**config.mk**
```make
export PLATFORM = sky130hd
export DESIGN_NAME = hold_reg_arbiter
export DESIGN_NICKNAME = d
export VERILOG_FILES = /design/src/rtl/hold_arb_pkg.sv /design/src/rtl/rr_arbiter.sv /design/src/rtl/hold_reg_arbiter.sv
export SDC_FILE = /design/constraint.sdc
export NUM_CORES = 1
export LEC_CHECK = 0
export ABC_CLOCK_PERIOD_IN_PS = 3800
export CORE_MARGIN = 3
export CORE_UTILIZATION = 40
export CTS_BUF_LIST = sky130_fd_sc_hd__clkbuf_2 sky130_fd_sc_hd__clkbuf_4 sky130_fd_sc_hd__clkbuf_8
export DETAILED_ROUTE_END_ITERATION = 6
export PLACE_DENSITY_LB_ADDON = 0.08
export SLEW_MARGIN = 20
export SYNTH_ARGS = -nofsm -noshare
export SYNTH_HDL_FRONTEND = slang
export SYNTH_SLANG_ARGS = --single-unit
```
**constraint.sdc**
```tcl
create_clock -name clk -period 3.8 [get_ports clk]
set_clock_uncertainty 0.15 [all_clocks]
set_input_delay 1.14 -clock clk [delete_from_list [all_inputs] [get_ports clk]]
set_output_delay 1.14 -clock clk [all_outputs]
set_load 0.02 [all_outputs]
```
**src/rtl/hold_arb_pkg.sv**
```systemverilog
// Shared types and default widths for the holding-register arbiter.
package hold_arb_pkg;

  typedef enum logic {
    ST_EMPTY = 1'b0,
    ST_FULL  = 1'b1
  } state_t;

  localparam int DEF_WORD_SIZE = 32;
  localparam int DEF_NUM_REQ   = 4;

endpackage

```
**src/rtl/rr_arbiter.sv**
```systemverilog
// Combinational round-robin search starting at ptr; one-hot grant plus encoded winner.
module rr_arbiter #(
  parameter int num_req   = 4,
  parameter int src_width = $clog2(num_req)
) (
  input  logic                 en,
  input  logic [num_req-1:0]   req,
  input  logic [src_width-1:0] ptr,
  output logic [num_req-1:0]   grant,
  output logic [src_width-1:0] win_idx
);

  logic found;
  int   idx;

  always_comb begin
    grant   = '0;
    win_idx = '0;
    found   = 1'b0;
    idx     = 0;
    for (int i = 0; i < num_req; i++) begin
      // Rotated index, wrapped without a modulo operator.
      idx = int'(ptr) + i;
      if (idx >= num_req) idx = idx - num_req;
      if (en && !found && req[idx]) begin
        found        = 1'b1;
        grant[idx]   = 1'b1;
        win_idx      = src_width'(idx);
      end
    end
  end

endmodule

```
**src/rtl/hold_reg_arbiter.sv**
```systemverilog
// Round-robin writer arbitration for one shared holding register with valid/ready output.
// Optional same-cycle reload on consumption: HOLD_REG_ARBITER_BACK2BACK_EN.
module hold_reg_arbiter
  import hold_arb_pkg::*;
#(
  parameter int word_size = DEF_WORD_SIZE,
  parameter int num_req   = DEF_NUM_REQ,
  parameter int src_width = $clog2(num_req)
) (
  input  logic                         clk,
  input  logic                         reset,
  input  logic [num_req-1:0]           req,
  input  logic [num_req*word_size-1:0] req_data,
  output logic [num_req-1:0]           grant,
  output logic [word_size-1:0]         out_data,
  output logic [src_width-1:0]         out_src,
  output logic                         out_valid,
  input  logic                         out_ready
);

  state_t                state, state_nxt;
  logic [src_width-1:0]  ptr;
  logic [src_width-1:0]  win_idx;
  logic                  arb_en;
  logic                  load;

  rr_arbiter #(
    .num_req   (num_req),
    .src_width (src_width)
  ) u_rr (
    .en      (arb_en),
    .req     (req),
    .ptr     (ptr),
    .grant   (grant),
    .win_idx (win_idx)
  );

  assign load      = |grant;
  assign out_valid = (state == ST_FULL);

  always_comb begin
    arb_en    = 1'b0;
    state_nxt = state;
    unique case (state)
      ST_EMPTY: begin
        arb_en = !reset;
        if (load) state_nxt = ST_FULL;
      end
      ST_FULL: begin
`ifdef HOLD_REG_ARBITER_BACK2BACK_EN
        // Consumed word frees the register at this edge, so a new writer may load now.
        arb_en = !reset && out_ready;
`endif
        if (out_ready) state_nxt = load ? ST_FULL : ST_EMPTY;
      end
      default: state_nxt = ST_EMPTY;
    endcase
  end

  always_ff @(posedge clk) begin
    if (reset) begin
      state    <= ST_EMPTY;
      ptr      <= '0;
      out_data <= '0;
      out_src  <= '0;
    end else begin
      state <= state_nxt;
      if (load) begin
        out_data <= req_data[int'(win_idx)*word_size +: word_size];
        out_src  <= win_idx;
        ptr      <= (win_idx == src_width'(num_req-1)) ? '0 : win_idx + 1'b1;
      end
    end
  end

endmodule

```
Yosys cells after proc, flatten, opt, wreduce, memory -nomap -nowiden --
Index checks and enable logic that the tools add are counted.
Cells by class: add/sub/neg operators 8, order comparisons 12, eq/ne operators 1, shift-type cells 1, multiplexer cells 40, bitwise operators 4, reduce and logical (&&, ||, !) cells 16
Operators with widths (count):
- $ge 32x1->1 const B | 4
- $lt 32x4->1 const B | 4
- $mux 32 | 4
- $shiftx 128x8->32 | 1
- $ge 32x4->1 const B | 3
- $sub 32x4->32 const B | 3
- $mux 1 | 18
- $mux 4 | 4
- $or 4x4->4 | 3
- $logic_and 1x1->1 | 11
- $mux 2 | 5
- $bmux 1 s2 | 4
- $demux 1 s2 | 4
- $add 2x2->3 const B | 2
- $logic_not 1->1 | 4
- $reduce_or 4->1 | 1
- $sub 2x3->4 const B | 1
- $add 2x1->3 const B | 1
- $ge 2x3->1 const B | 1
- $add 2x1->2 const B | 1
- $eq 2x2->1 const B | 1
- $pmux 1 s2 | 1
- $not 1->1 | 1
Storage, ports and cells: flip-flop bits (word level) 37, input port bits 135, output and inout port bits 39, logic and storage cells 86

Logic depth before layout (Yosys ltp) --
depth after elaboration 23, gate-level depth with buffers 14

By module --
Synthesis repeated with hierarchy kept, for this count alone.
Second synthesis, totals: cell total of the unflattened synthesis 191, area total of the unflattened synthesis 2432.3 um2
Modules (own cells, without submodules):
- hold_reg_arbiter | instances 1, cells an instance 133, area each 1950.6 um2
- rr_arbiter | instances 1, cells an instance 58, area each 481.7 um2

Worst setup path before layout --
No wires, ideal clock.
path kind register to output, from register ptr[0], to output grant[2], data arrival time 2.876 ns, required time 2.510 ns, slack -0.366 ns, stages on the path, launching flop included 8, path buffers 2, path through dfxtp_1 buf_2 inv_1 clkbuf_1 ha_1 mux4_2 or3_1 o221ai_1
Between the ends: longest elaborated chain between the ends 19
Ends and longest elaborated chain:
- from (decl) | RTL line hold_reg_arbiter.sv:22 | logic [src_width-1:0] ptr;
- from (signal assigned) | RTL line hold_reg_arbiter.sv:71 | ptr <= (win_idx == src_width'(num_req-1)) ? '0 : win_idx + 1'b1;
- branches (longest 18 deep; another with $sub 32x4->32)
- $mux 4 (*) | RTL line rr_arbiter.sv:25 | if (en && !found && req[idx]) begin
- to (decl) | RTL line hold_reg_arbiter.sv:14 | output logic [num_req-1:0] grant,
Every way passes the cells marked *. The select of a mux whose other input is x is not followed.

Final worst setup path --
from input req[1], to output grant[3]
Between the ends: longest elaborated chain between the ends 17
Ends and longest elaborated chain:
- from (decl) | RTL line hold_reg_arbiter.sv:12 | input logic [num_req-1:0] req,
- $bmux 1 s2 | RTL line rr_arbiter.sv:25
- $mux 1 (not written as such) (2 in a row) | RTL line rr_arbiter.sv:25
- $logic_and 1x1->1 | RTL line rr_arbiter.sv:25
- $mux 1 | RTL line rr_arbiter.sv:25
- $logic_not 1->1 | RTL line rr_arbiter.sv:25
- $logic_and 1x1->1 (2 in a row) | RTL line rr_arbiter.sv:25
- $mux 1 | RTL line rr_arbiter.sv:25
- $logic_not 1->1 | RTL line rr_arbiter.sv:25
- $logic_and 1x1->1 (2 in a row) | RTL line rr_arbiter.sv:25
- $mux 1 | RTL line rr_arbiter.sv:25
- $logic_not 1->1 | RTL line rr_arbiter.sv:25
- $logic_and 1x1->1 (2 in a row) | RTL line rr_arbiter.sv:25
- $mux 4 (*) | RTL line rr_arbiter.sv:25
Every way passes the cells marked *; elsewhere a longest branch is shown, timed or not. The select of a mux whose other input is x is not followed.

==> impl_metrics.json <==
{
  "status": "finished, violations left",
  "synthDistinctLibCells": 44,
  "violations": "setup timing",
  "cp.arrival_ns": 2.64,
  "irDropWorstVdd_v": 0.000379,
  "synth_edf_count": 0,
  "grt_start_max_net_pins": 98,
  "max_slew.worst_pin.slew_ns": 0.920,
  "cts_max_level": 2,
  "clk_pin_slew_ns": 0.08,
  "drive_gt1_share_pct": 16.3,
  "num_rows": 35,
  "cp.required_ns": 2.51,
  "endpoint_kind": "output port",
  "dieWidth_um": 106,
  "synth_flop_cell": "dfxtp_1",
  "leakagePower_nw": 2.22,
  "n_antenna_cell": 0,
  "hold_viol": 0,
  "design.die.area_um2": 11200,
  "grt-ovfl-total": 0,
  "period_needed_ns": 3.93,
  "antenna_found_initial": 0,
  "syn_area_um2": 3980,
  "synth_warnings": 0,
  "core_area_um2": 9460,
  "p_per_area_nw_per_um2": 747,
  "cts_num_sinks": 37,
  "crit_path_max_fanout": 5,
  "wl_per_cell_um": 17.6,
  "slew_headroom_pct": 38.7,
  "start_util_pct": 42.1,
  "final_common_cell": "clkdlybuf4s50_1",
  "nets": 816,
  "vias": 4832,
  "slew_violations": 0,
  "synth_area_per_cell_um2": 7.69,
  "vias_per_cell": 6.02,
  "layout_common_cells": "164 x clkdlybuf4s50_1, 39 x o21ai_1, 36 x dfxtp_1",
  "start_kind": "input pin",
  "grt_use_total_pct": 24.6,
  "dp_hpwl_mm": 9.57,
  "numCtsBuffers": 5,
  "setup_slack_ns": -0.134,
  "post-place-ws_ns": -1.04,
  "area_growth_pct": 57.0,
  "drc": 0,
  "synth-seq-area-share_pct": 18.6,
  "ys_seq_elements": 37,
  "dr.pass1.iters": 5,
  "io_pins": 174,
  "setup_viol": 4,
  "fmax_mhz": 254,
  "cts_buffer_depth": 2,
  "drt_iter0_markers": 277,
  "drt_wl_total_mm": 14.1,
  "root_buffer": "clkbuf_8",
  "post-route-period-util_pct": 104,
  "final_core_util_pct": 66.1,
  "synth_nets": 661,
  "clock_latency_ns": 0.28,
  "rsz0062_at_grt": "yes",
  "fp.dieH_um": 106,
  "cts_tree": "done",
  "port_buffers": 173,
  "place.gp.congestion": 0.809,
  "grt_pass1_vias": 4671,
  "hold_path_class": "register to register",
  "grt_pass1_wl_mm": 23.0,
  "syn_inst": 518,
  "maxCapViolCount": 0,
  "postRouteAntennaNets": 0,
  "async_flop_share_pct": 0,
  "path_class": "input pin to output port"
}
where the power goes:
group	total [mW]	internal, mW	switching (mW)
combinational	3.65	1.71	1.94
sequential	0.647	0.562	0.0850
clock	0.369	0.214	0.155
Yosys cell counts (5+ instances only):
| cell | number | share of area (%) |
|---|---|---|
| o21ai_0 | 25 | 3.1 |
| o21ai_1 | 39 | 4.9 |
| nand3b_1 | 33 | 6.2 |
| mux2_2 | 32 | 9.0 |
| ha_1 | 8 | 2.5 |
| dfxtp_1 | 37 | 19 |
| a21boi_0 | 32 | 6.0 |
| and2_1 | 33 | 5.2 |
| o221ai_1 | 33 | 7.3 |
| inv_1 | 8 | 0.75 |
| nand4_1 | 32 | 5.0 |
| buf_2 | 13 | 1.6 |
| mux2i_1 | 5 | 1.3 |
| a31oi_1 | 32 | 5.0 |
| o22ai_1 | 32 | 5.0 |
| clkbuf_1 | 39 | 3.7 |
| nand2_1 | 35 | 3.3 |
kinds of logic (layout without fill, tap and decap cells):
logic type	count (synthesis)	count (layout)	synth area share [%]
AOI/OAI and AO/OA	212	212	35.8
xor gates and xnor gates	1	1	0.220
adders and majority gates	8	8	2.51
buffers and inverters	69	225	7.76
DFF	37	37	18.6
muxes	41	41	12.6
and+or+nand+nor	150	150	22.6
sequential cells by signal (all words and copies together) (netlist names):
signal     flops
ptr            2
out_src        2
out_valid      1
out_data      32
routing by layer:
metal / wire length, um / vias up / track usage (%)
met4: 141 / 0 / 6.66
met3: 971 / 10 / 5.21
li1: - / 2335 / -
met2: 7030 / 172 / 41.5
met5: 0 / - / 0
met1: 5950 / 2315 / 31.6
path summary, 6_finish.rpt:
check | startpoint | endpoint | slack, ns | cells past startpoint
hold reg to reg | out_data[4] | out_data[4] | 0.33 | 2
setup / recovery | req[1] | grant[3] | -0.13 | 6
setup reg to reg | ptr[1] | out_data[9] | 0.44 | 10
hold / removal | out_data[4] | out_data[4] | 0.33 | 2
metrics by stage:
| step | cells | hold WS, ns | setup TNS (ns) | total power [mW] | area, um2 |
|---|---|---|---|---|---|
| floorplan | 518 | 0.405 | 0 | 2.94 | 4060 |
| global placement | 792 | 0.315 | -25.62 | 4.09 | 6010 |
| detailed placement | 792 | 0.320 | -28.88 | 4.19 | 6010 |
| CTS | 800 | 0.335 | -1.72 | 4.63 | 6190 |
| global route | 803 | 0.356 | -0.586 | 5.06 | 6250 |
| finish | 803 | 0.333 | -0.370 | 4.67 | 6250 |
final cells by class:
class                      count  area, um2
clock inverter                 2       36.3
timing repair buffer         209       2140
inverter                       8       30.0
fill                         804       3210
multi-input combinational    412       3060
sequential                    37        744
clock buffer                   6       82.6
tap                          129        161
timing repair:
action	CTS	global route
buffers inserted	0	2
pin swaps	4	5
setup endpoints to repair	40	38
endpoints found under the hold margin	0	0
hold buffers	0	0
gates resized for setup	56	8
critical path, stage by stage:
cell	delay, ns
buf_6	0.09
mux4_2	0.47
nand2b_4	0.16
or3_4	0.39
o221ai_4	0.23
buf_6	0.16
No activity file was read; power rests on OpenSTA's default activity.
